<file path="src/rtl/usb_dev_rw_responder.sv">
// ============================================================================
// Module   : usb_dev_rw_responder
// Purpose  : Device-side responder for the host page read/write protocol.
//            An OUT to ADDR_ENDP latches a 16-bit page and starts a prefetch
//            of that page. An OUT to DATA_ENDP writes 64 bits to the page.
//            An IN to DATA_ENDP returns the prefetched 64 bits.
//            The block sits between the device protocol FSM and a
//            variable-latency 64-bit page memory.
// Config   : `define PAGE_CHECK_EN to reject address OUTs whose page number
//            is >= MEM_PAGES with a STALL. MEM_PAGES exists only in that build.
// Ports    : clk, rst           - clock, synchronous active-high reset
//            i_rx_*             - decoded token from the protocol FSM
//            i_rx_abort         - protocol FSM dropped the current transaction
//            o_rsp_*/i_rsp_ready- handshake/data response to the protocol FSM
//            o_mem_*/i_mem_*    - page memory request/ack interface
//            o_page_valid       - address latched and transaction still open
// Revision : 1.0 - initial release
// ============================================================================
`default_nettype none

module usb_dev_rw_responder #(
  parameter logic [6:0] DEV_ADDR  = 7'd5,
  parameter logic [3:0] ADDR_ENDP = 4'd4,
  parameter logic [3:0] DATA_ENDP = 4'd8
`ifdef PAGE_CHECK_EN
  , parameter int       MEM_PAGES = 4096
`endif
) (
  input  logic        clk,
  input  logic        rst,
  input  logic        i_rx_valid,
  input  logic        i_rx_in,
  input  logic [6:0]  i_rx_addr,
  input  logic [3:0]  i_rx_endp,
  input  logic [63:0] i_rx_data,
  input  logic        i_rx_abort,
  output logic        o_rsp_valid,
  output logic [1:0]  o_rsp_code,
  output logic [63:0] o_rsp_data,
  input  logic        i_rsp_ready,
  output logic [15:0] o_mem_addr,
  output logic        o_mem_rd,
  output logic        o_mem_wr,
  output logic [63:0] o_mem_wdata,
  input  logic [63:0] i_mem_rdata,
  input  logic        i_mem_ack,
  output logic        o_page_valid
);

  typedef enum logic [1:0] {
    S_IDLE     = 2'd0,
    S_PREFETCH = 2'd1,
    S_MEM_WR   = 2'd2,
    S_RESP     = 2'd3
  } state_t;

  localparam logic [1:0] C_ACK   = 2'd0;
  localparam logic [1:0] C_NAK   = 2'd1;
  localparam logic [1:0] C_STALL = 2'd2;
  localparam logic [1:0] C_DATA  = 2'd3;

  state_t      r_state;
  state_t      r_ret;        // where RESP goes once the response is done
  logic [15:0] r_page;
  logic        r_page_valid;
  logic [63:0] r_rbuf;
  logic        r_rbuf_valid;
  logic [63:0] r_wdata;
  logic        r_rd_pend;    // read issued and not yet acknowledged
  logic        r_wabort;     // abort seen during MEM_WR: suppress its ACK
  logic [1:0]  r_rsp_code;
  logic [63:0] r_rsp_data;

  state_t      w_state_nxt;
  state_t      w_ret_nxt;
  state_t      w_exit_tgt;
  logic        w_hit;
  logic        w_page_ok;
  logic        w_mem_rd;
  logic        w_rd_done;
  logic        w_load_rsp;
  logic [1:0]  w_code_nxt;
  logic        w_load_data;
  logic        w_latch_page;
  logic        w_latch_wdata;
  logic        w_clr_valid;
  logic        w_wabort_nxt;

  assign w_hit = i_rx_valid && (i_rx_addr == DEV_ADDR);

`ifdef PAGE_CHECK_EN
  assign w_page_ok = ({16'd0, i_rx_data[15:0]} < MEM_PAGES);
`else
  assign w_page_ok = 1'b1;
`endif

  // A read that was already issued stays asserted while a NAK is being
  // returned, so the memory sees one continuous request until its ack.
  assign w_mem_rd  = (r_state == S_PREFETCH) || ((r_state == S_RESP) && r_rd_pend);
  assign w_rd_done = w_mem_rd && i_mem_ack;

  // Leaving RESP returns to PREFETCH only while the page still has to be
  // loaded; a read that completes during RESP makes that unnecessary.
  assign w_exit_tgt = ((r_ret == S_PREFETCH) && !w_rd_done) ? S_PREFETCH : S_IDLE;

  always_comb begin
    w_state_nxt   = r_state;
    w_ret_nxt     = r_ret;
    w_load_rsp    = 1'b0;
    w_code_nxt    = C_ACK;
    w_load_data   = 1'b0;
    w_latch_page  = 1'b0;
    w_latch_wdata = 1'b0;
    w_clr_valid   = 1'b0;
    w_wabort_nxt  = r_wabort;

    case (r_state)
      S_IDLE: begin
        if (w_hit) begin
          w_load_rsp  = 1'b1;
          w_state_nxt = S_RESP;
          w_ret_nxt   = S_IDLE;
          w_code_nxt  = C_STALL;
          if (!i_rx_in && (i_rx_endp == ADDR_ENDP)) begin
            if (w_page_ok) begin
              w_latch_page = 1'b1;
              w_code_nxt   = C_ACK;
              w_ret_nxt    = S_PREFETCH;
            end
          end else if (!i_rx_in && (i_rx_endp == DATA_ENDP)) begin
            if (r_page_valid) begin
              w_load_rsp    = 1'b0;
              w_state_nxt   = S_MEM_WR;
              w_latch_wdata = 1'b1;
              w_wabort_nxt  = 1'b0;
            end
          end else if (i_rx_in && (i_rx_endp == DATA_ENDP)) begin
            if (r_rbuf_valid) begin
              w_code_nxt  = C_DATA;
              w_load_data = 1'b1;
            end else if (r_page_valid) begin
              // Page known but not loaded yet: ask the host to retry.
              w_code_nxt = C_NAK;
            end
          end
        end
      end

      S_PREFETCH: begin
        if (w_hit) begin
          w_load_rsp  = 1'b1;
          w_code_nxt  = C_NAK;
          w_state_nxt = S_RESP;
          w_ret_nxt   = w_rd_done ? S_IDLE : S_PREFETCH;
        end else if (w_rd_done) begin
          w_state_nxt = S_IDLE;
        end
      end

      S_MEM_WR: begin
        if (i_rx_abort) begin
          w_wabort_nxt = 1'b1;
        end
        if (i_mem_ack) begin
          w_clr_valid = 1'b1;
          if (r_wabort || i_rx_abort) begin
            w_state_nxt = S_IDLE;
          end else begin
            w_load_rsp  = 1'b1;
            w_code_nxt  = C_ACK;
            w_state_nxt = S_RESP;
            w_ret_nxt   = S_IDLE;
          end
        end
      end

      S_RESP: begin
        if (w_rd_done) begin
          w_ret_nxt = S_IDLE;
        end
        // rsp_ready takes priority over a simultaneous abort.
        if (i_rsp_ready) begin
          w_state_nxt = w_exit_tgt;
          if (r_rsp_code == C_DATA) begin
            w_clr_valid = 1'b1;
          end
        end else if (i_rx_abort) begin
          w_state_nxt = w_exit_tgt;
        end
      end

      default: begin
        w_state_nxt = S_IDLE;
      end
    endcase
  end

  always_ff @(posedge clk) begin
    if (rst) begin
      r_state      <= S_IDLE;
      r_ret        <= S_IDLE;
      r_page       <= 16'd0;
      r_page_valid <= 1'b0;
      r_rbuf       <= 64'd0;
      r_rbuf_valid <= 1'b0;
      r_wdata      <= 64'd0;
      r_rd_pend    <= 1'b0;
      r_wabort     <= 1'b0;
      r_rsp_code   <= C_ACK;
      r_rsp_data   <= 64'd0;
    end else begin
      r_state  <= w_state_nxt;
      r_ret    <= w_ret_nxt;
      r_wabort <= w_wabort_nxt;

      if (w_latch_page) begin
        r_page       <= i_rx_data[15:0];
        r_page_valid <= 1'b1;
        r_rbuf_valid <= 1'b0;
      end

      if (w_latch_wdata) begin
        r_wdata <= i_rx_data;
      end

      if (w_clr_valid) begin
        r_page_valid <= 1'b0;
        r_rbuf_valid <= 1'b0;
      end

      if (w_rd_done) begin
        r_rbuf       <= i_mem_rdata;
        r_rbuf_valid <= 1'b1;
        r_rd_pend    <= 1'b0;
      end else if (r_state == S_PREFETCH) begin
        r_rd_pend <= 1'b1;
      end

      if (w_load_rsp) begin
        r_rsp_code <= w_code_nxt;
        r_rsp_data <= w_load_data ? r_rbuf : 64'd0;
      end
    end
  end

  assign o_rsp_valid  = (r_state == S_RESP);
  assign o_rsp_code   = o_rsp_valid ? r_rsp_code : 2'd0;
  assign o_rsp_data   = o_rsp_valid ? r_rsp_data : 64'd0;
  assign o_mem_rd     = w_mem_rd;
  assign o_mem_wr     = (r_state == S_MEM_WR);
  assign o_mem_addr   = (w_mem_rd || o_mem_wr) ? r_page : 16'd0;
  assign o_mem_wdata  = o_mem_wr ? r_wdata : 64'd0;
  assign o_page_valid = r_page_valid;

endmodule

`default_nettype wire

</file>
<file path="config.mk">
export PLATFORM = sky130hd
export DESIGN_NAME = usb_dev_rw_responder
export DESIGN_NICKNAME = d
export VERILOG_FILES = /design/src/rtl/usb_dev_rw_responder.sv
export SDC_FILE = /design/constraint.sdc
export NUM_CORES = 1
export LEC_CHECK = 0
export CORE_MARGIN = 4
export CORE_UTILIZATION = 26
export CTS_CLUSTER_DIAMETER = 50
export DETAILED_ROUTE_END_ITERATION = 12
export MAX_ROUTING_LAYER = met4
export SLEW_MARGIN = 20
export SYNTH_ARGS = -nofsm -noshare
export SYNTH_HDL_FRONTEND = slang
export SYNTH_SLANG_ARGS = --single-unit
</file>
<file path="constraint.sdc">
create_clock -name clk -period 5.8 [get_ports clk]
set_clock_uncertainty 0.05 [all_clocks]
set_input_delay 1.16 -clock clk [delete_from_list [all_inputs] [get_ports clk]]
set_output_delay 1.16 -clock clk [all_outputs]
set_load 0.005 [all_outputs]
</file>
==> metrics.md, run 1 <==
| Metric | Value |
|---|---|
| Worst Hold Class | flop to flop |
| Critical Path Source | r_state[0] |
| Clock insertion delay at the later pin of the skew report | 0.49 ns |
| Die area | 0.0371 mm² |
| TritonRoute pass-1 iters | 5 |
| Maximum VDD drop | 0.000162 V |
| Main flop type after synthesis | dfxtp_1 |
| Worst-path cell chain | clkinv_1 > a21oi_1 > nor2_1 > buf_4 > nor2b_1 > clkdlybuf4s50_1 |
| Final hold viol count | 0 |
| Drt via density | 4.81 |
| Area Overhead vs Synth | 49.3% |
| Total of max-cap violations | 0 |
| Yosys cell types | 43 |
| Final Cycle Share | 0.713 |
| Critical path endpoint category | primary output |
| Synth top area share | 0.491 |
| Synthesized flop and latch total | 217 |
| FFs w/ async S/R, synth | 0 |
| Setup TNS | 0 ns |
| Largest net degree at the start of global routing | 83 |
| Setup bufs post-CTS | 0 |
| Area post-placement | 0.0120 mm² |
| Crit path largest cell delay | 0.63 ns |
| Synthesized instance count | 1032 |
| Post_cts resized | 0 |
| RSZ-0062 raised after global routing | no |
| Filler instances | 3388 |
| Actual slew at the worst max-slew pin | 0.999 ns |
| Lkg Pwr | 0.00469 µW |
| Die Y | 193 µm |
| Data arrival time of the worst path | 2.93 ns |
| Setup crit start kind | flop |
| Net Count, Synth | 1178 |
| Tmin final | 4.14 ns |
| Area of the core | 0.0335 mm² |
| PwrDens | 283 mW/mm² |
| Iter 0 DRT Violations | 454 |
| CTS Buffer Depth | 3 |
| Ratio of cells with drive above 1 in the final layout | 0.107 |
| Grt total ovfl | 0 |
| Htree depth | 2 |
| First-pass GRT wire length | 45.7 mm |
| # IOs | 296 |
| Layout Nets | 1424 |
| CP Max Fanout | 30 |
| Max Fclk | 242 MHz |
| Hold Startpoint | r_rbuf[42] |
| Top cells by area, synth | dfxtp_1 (49%), a21oi_1 (8.8%), a22o_2 (5.7%) |
| Port buffer count | 295 |
| Vias | 8435 |
| CTS Hold Bufs | 0 |
| Clock Sinks | 217 |
| GRT Resource Usage Total | 0.157 |
| DRC | 0 |
| Most instantiated cells after synthesis | dfxtp_1 (217), a21oi_1 (155), nand2_1 (132) |
| RR Startpoint | r_state[0] |
| Avg Inst Size Synth | 8.58 µm² |
| EDFF count, synth | 0 |
| Antenna Nets Post-Route | 0 |
| RePlAce Congestion | 0.788 |
| Tot Pwr | 3740 µW |
| Slowest CP cell | dfxtp_2 |
| DRT Wirelength | 30.7 mm |
| Status | completed |
| HPWL Detailed | 19.7 mm |
| Synth warnings | 0 |
| Root Buffer | clkbuf_16 |
| Worst Path Required | 4.59 ns |
| Final setup margin | 1.66 ns |
| Initial Util | 0.264 |
| Dpl ws | 1.79 ns |
| Setup violations, final | 0 |
| Final instance area | 0.0132 mm² |
| DR WL/cell | 17.5 µm |
| Count leader, synth | dfxtp_1 |
| Reg2reg path depth | 5 |
| Number of global-route vias before repair | 8106 |
| Final max-slew violation count | 0 |
| Clock buffer count from CTS | 35 |
| Post-synthesis sequential area ratio | 0.491 |
| Initial antenna violation count | 1 |
| Hold path cells | 1 |
| Synth area leader | dfxtp_1 |
| Clk slew on worst S/H paths | 0.06 ns |
| CTS tree | yes |
| Hold Slack | 0.396 ns |
| Total number of placement rows | 67 |
| Worst slew margin | 0.334 |
| Mapped Area | 0.00885 mm² |
| Worst setup path class | flop to primary output |
| Die width | 193 µm |
worst max-delay path, delay by kind of cell, from the launching register on:
family	cells	cell delay, ns
AOI/OAI and AO/OA	1	0.32
and+or+nand+nor	2	0.27
buffers and inverters	3	1.20
DFF	1	0.63
report_power, final:
group	internal [µW]	total [µW]	switching [µW]
clock network	1340	2090	758
registers	1490	1490	1.10
logic	92.2	152	59.7
total	2920	3740	819
per-layer routing:
metal  GRT usage  wire length [µm]  vias up  part of all wire
li1            -                 -     4118                 -
met3      0.0304              1720       66             0.056
met4      0.0557              1020        0             0.033
met1       0.208             13900     3989              0.45
met5           -                 0        -                 0
met2       0.239             14100      262              0.46
area by class of cell:
type	instances	area (µm²)	area share
Antenna cell	2	5.00	0.000379
Clock inverter	20	219	0.0166
Tap cell	448	561	0.0424
Inverter	7	26.3	0.00199
Sequential cell	217	4350	0.329
Timing Repair Buffer	311	3070	0.232
Multi-Input combinational cell	706	4020	0.304
Clock buffer	42	965	0.0730
registers in the layout (all words and copies together), names as in the netlist:
signal / count
r_rd_pend: 1
r_rbuf: 64
r_wdata: 64
o_page_valid: 1
r_rsp_data: 64
r_page: 16
r_ret: 1
r_wabort: 1
r_rsp_code: 2
r_state: 2
r_rbuf_valid: 1
cells in the final DEF, fill, tap and decap left out, types with 4 or more instances in the layout:
master           synthesis  routed
clkdlybuf4s50_1          0     294
dfxtp_1                217     215
a21oi_1                155     155
nand2_1                132     132
o21ai_0                 83      83
nand3_1                 83      82
and3_1                  67      66
and2_1                  65      65
a22o_2                  50      50
clkbuf_16                0      37
buf_4                    1      17
nor2b_1                 17      16
a22o_1                  14      14
clkinv_2                 0       6
inv_1                    5       5
nor2_1                   5       5
o211ai_1                 4       4
a211oi_1                 4       4
inv_6                    0       4
cell families after synthesis:
family | share of synthesized area
and+or+nand+nor | 0.228
AOI/OAI and AO/OA | 0.223
DFF | 0.491
buffers and inverters | 0.0575
per-stage QoR:
| stage | utilization | std cells |
|---|---|---|
| floorplan | - | 1032 |
| global placement | 0.359 | 1689 |
| detailed placement | 0.359 | 1689 |
| CTS | 0.394 | 1751 |
| global route | 0.394 | 1752 |
| finish | 0.394 | 1753 |
path summary, 6_finish.rpt:
| kind | end | slack (ns) |
|---|---|---|
| setup / recovery | o_mem_addr[2] | 1.66 |
| hold / removal | r_rsp_data[42] | 0.40 |
| setup reg to reg | r_rbuf[37] | 2.98 |
| hold reg to reg | r_rsp_data[42] | 0.40 |
No activity file was read; power rests on OpenSTA's default activity.
==> run 2: changes to the inputs <==
- clock period: 5.8 -> 3.7 ns (I/O delays scaled with it)
==> run 2 against run 1 <==
Final cell count unchanged. Flip-flop and latch count stayed put. Worst setup slack worse by 1.3 ns. Global-route usage barely moved. Via count decreased by 0.55%. Wire length fell by 0.65%. Total power rose by 53%. Clock power grew 50%. Sequential power increased by 57%. Count of clock-buffer cells in the layout decreased by 8. Register-to-register slack worse by 1.8 ns. Combinational power rose by 59%.
==> metrics.md, run 2 (synthesized netlist as in run 1, its figures left out) <==
| Metric | Value |
|---|---|
| Die width | 193 µm (unchanged) |
| Final hold viol count | 0 (unchanged) |
| Total number of placement rows | 67 (unchanged) |
| Worst Hold Class | flop to flop |
| Clk slew on worst S/H paths | 0.06 ns (about the same) |
| Worst slew margin | 0.467 (+0.133) |
| WP buf/inv | 4 (+1) |
| Largest net degree at the start of global routing | 75 (-9.6%) |
| Clock buffer count from CTS | 30 (-14%) |
| RSZ-0062 raised after global routing | no |
| Dpl cells | 1696 (+0.41%) |
| Hold Slack | 0.402 ns (+0.00612 ns) |
| Area Overhead vs Synth | 50.0% |
| Port buffer count | 295 (unchanged) |
| Most frequent cells in the layout | clkdlybuf4s50_1 (294), dfxtp_1 (215), a21oi_1 (155) |
| Total of max-cap violations | 0 (unchanged) |
| Hold Path End | r_rbuf[21] |
| Clock Sinks | 217 (unchanged) |
| Tmin final | 3.37 ns |
| CP Max Fanout | 26 (-13%) |
| DRC | 0 (unchanged) |
| Vias | 8389 (-0.55%) |
| Root Buffer | clkbuf_16 |
| Die Y | 193 µm (unchanged) |
| # IOs | 296 (unchanged) |
| Worst Path Required | 2.91 ns (-1.68 ns) |
| Layout Nets | 1426 (+0.14%) |
| Max Fclk | 296 MHz |
| Antenna Nets Post-Route | 0 (unchanged) |
| Post_cts resized | 0 (unchanged) |
| Area of the core | 0.0335 mm² (unchanged) |
| RR Endpoint | r_wdata[61] |
| Biggest regs | r_rbuf: 64 flops, r_rsp_data: 64 flops, r_wdata: 64 flops |
| Crit path largest cell delay | 0.55 ns (-0.08 ns) |
| DR WL/cell | 17.4 µm (-0.65%) |
| CTS Hold Bufs | 0 (unchanged) |
| Setup bufs post-CTS | 0 (unchanged) |
| Commonest non-fill, non-tap cell in the layout | clkdlybuf4s50_1 |
| Crit path top cell by count | buf_4 |
| Drt via density | 4.79 (-0.55%) |
| CTS Buffer Depth | 3 (unchanged) |
| Clock insertion delay at the later pin of the skew report | 0.55 ns (+0.06 ns) |
| Actual slew at the worst max-slew pin | 0.799 ns (-0.200 ns) |
| Hold path cells | 2 (+1) |
| CP delay by family, top | buffers and inverters |
| Htree depth | 1 (-1) |
| Worst setup path class | flop to primary output |
| Data arrival time of the worst path | 2.58 ns (-0.35 ns) |
| Setup violations, final | 0 (unchanged) |
| DRT Wirelength | 30.5 mm (-0.65%) |
| RR Startpoint | r_state[1] |
| GRT Resource Usage Total | 0.156 (-0.000299) |
| Final max-slew violation count | 0 (unchanged) |
| Number of global-route vias before repair | 8089 (-0.21%) |
| PwrDens | 430 mW/mm² (+52%) |
| Lkg Pwr | 0.00470 µW (+0.17%) |
| First-pass GRT wire length | 45.4 mm (-0.45%) |
| HPWL Detailed | 19.7 mm (-0.34%) |
| Initial Util | 0.264 (unchanged) |
| Ratio of cells with drive above 1 in the final layout | 0.110 (+0.00222) |
| Grt total ovfl | 0 (unchanged) |
| Setup crit start kind | flop |
| Maximum VDD drop | 0.000324 V (+100%) |
| Hold Startpoint | r_rbuf[21] |
| RePlAce Congestion | 0.775 (-1.6%) |
| Critical path endpoint category | primary output |
| Reg2Reg Setup Slack | 1.17 ns (-1.81 ns) |
| CTS tree | yes |
| Worst-path cell chain | clkinv_1 > buf_4 > a21oi_1 > nor2_1 > buf_4 > nor2b_1 > clkdlybuf4s50_1 |
| Final Cycle Share | 0.912 |
| TritonRoute pass-1 iters | 5 (unchanged) |
| Layout Cells excl Fill | 1753 (unchanged) |
| Setup TNS | 0 ns (unchanged) |
| Status | completed |
| Die area | 0.0371 mm² (unchanged) |
| Slowest CP cell | clkdlybuf4s50_1 |
| Iter 0 DRT Violations | 421 (-7.3%) |
| Reg2reg path depth | 7 (+2) |
| Initial antenna violation count | 0 (-1) |
-- run 2: changes by cell type in the layout (fill, tap and decap cells not counted), sizes merged --
cell      previous run  this run
bufinv               3         6
diode                2         1
clkbuf              42        34
clkinv              11         8
buf                 17        24
clkinvlp             2         4
-- run 2: stage by stage --
step	utilization	setup WS, ns	total power, µW	area, µm²
6_report	0.396	0.325	5710	13300
5_1_grt	0.396	0.152	5930	13300
4_1_cts	0.396	0.140	5810	13300
3_5_place_dp	0.363	0.509	2630	12200
3_3_place_gp	0.363	0.526	2630	12200
2_1_floorplan	-	1.37	2450	8850
-- run 2: per-layer routing --
metal  vias to the layer above  global-route usage  wire [µm]
met1                      3960               0.207      13800
met4                         0              0.0502        852
met5                         -                   -          0
met3                        48              0.0288       1820
met2                       253               0.242      14000
li1                       4128                   -          -
-- run 2: worst max path at each step --
stage,start,endpoint,slack [ns],cells past startpoint
finish,r_state[0],o_mem_addr[0],0.33,7
global route,r_state[0],o_mem_addr[0],0.15,7
CTS,r_state[0],o_mem_addr[0],0.14,7
detailed placement,i_rx_endp[1],r_rsp_data[20],0.51,6
global placement,i_rx_endp[1],r_rsp_data[14],0.53,6
floorplan,i_rx_addr[5],r_rsp_data[3],1.37,6
-- run 2: layout make-up --
cell class / count / area [µm²]
Antenna cell: 1 / 2.50
Clock buffer: 34 / 796
Clock inverter: 22 / 314
Fill cell: 3345 / 20300
Inverter: 7 / 26.3
Multi-Input combinational cell: 706 / 4020
Sequential cell: 217 / 4350
Tap cell: 448 / 561
Timing Repair Buffer: 318 / 3210
-- run 2: power breakdown --
part | total, µW | leakage [µW] | internal (µW) | switching (µW)
clock | 3130 | 0.000533 | 1990 | 1140
sequential | 2340 | 0.00175 | 2340 | 1.72
combinational | 241 | 0.00242 | 147 | 94.1
total | 5710 | 0.00470 | 4470 | 1240
-- run 2: tightest hold or removal path: stages, from the launching register on --
cell	delay [ns]
dfxtp_1	0.30
nand2_1	0.05
a21oi_1	0.05
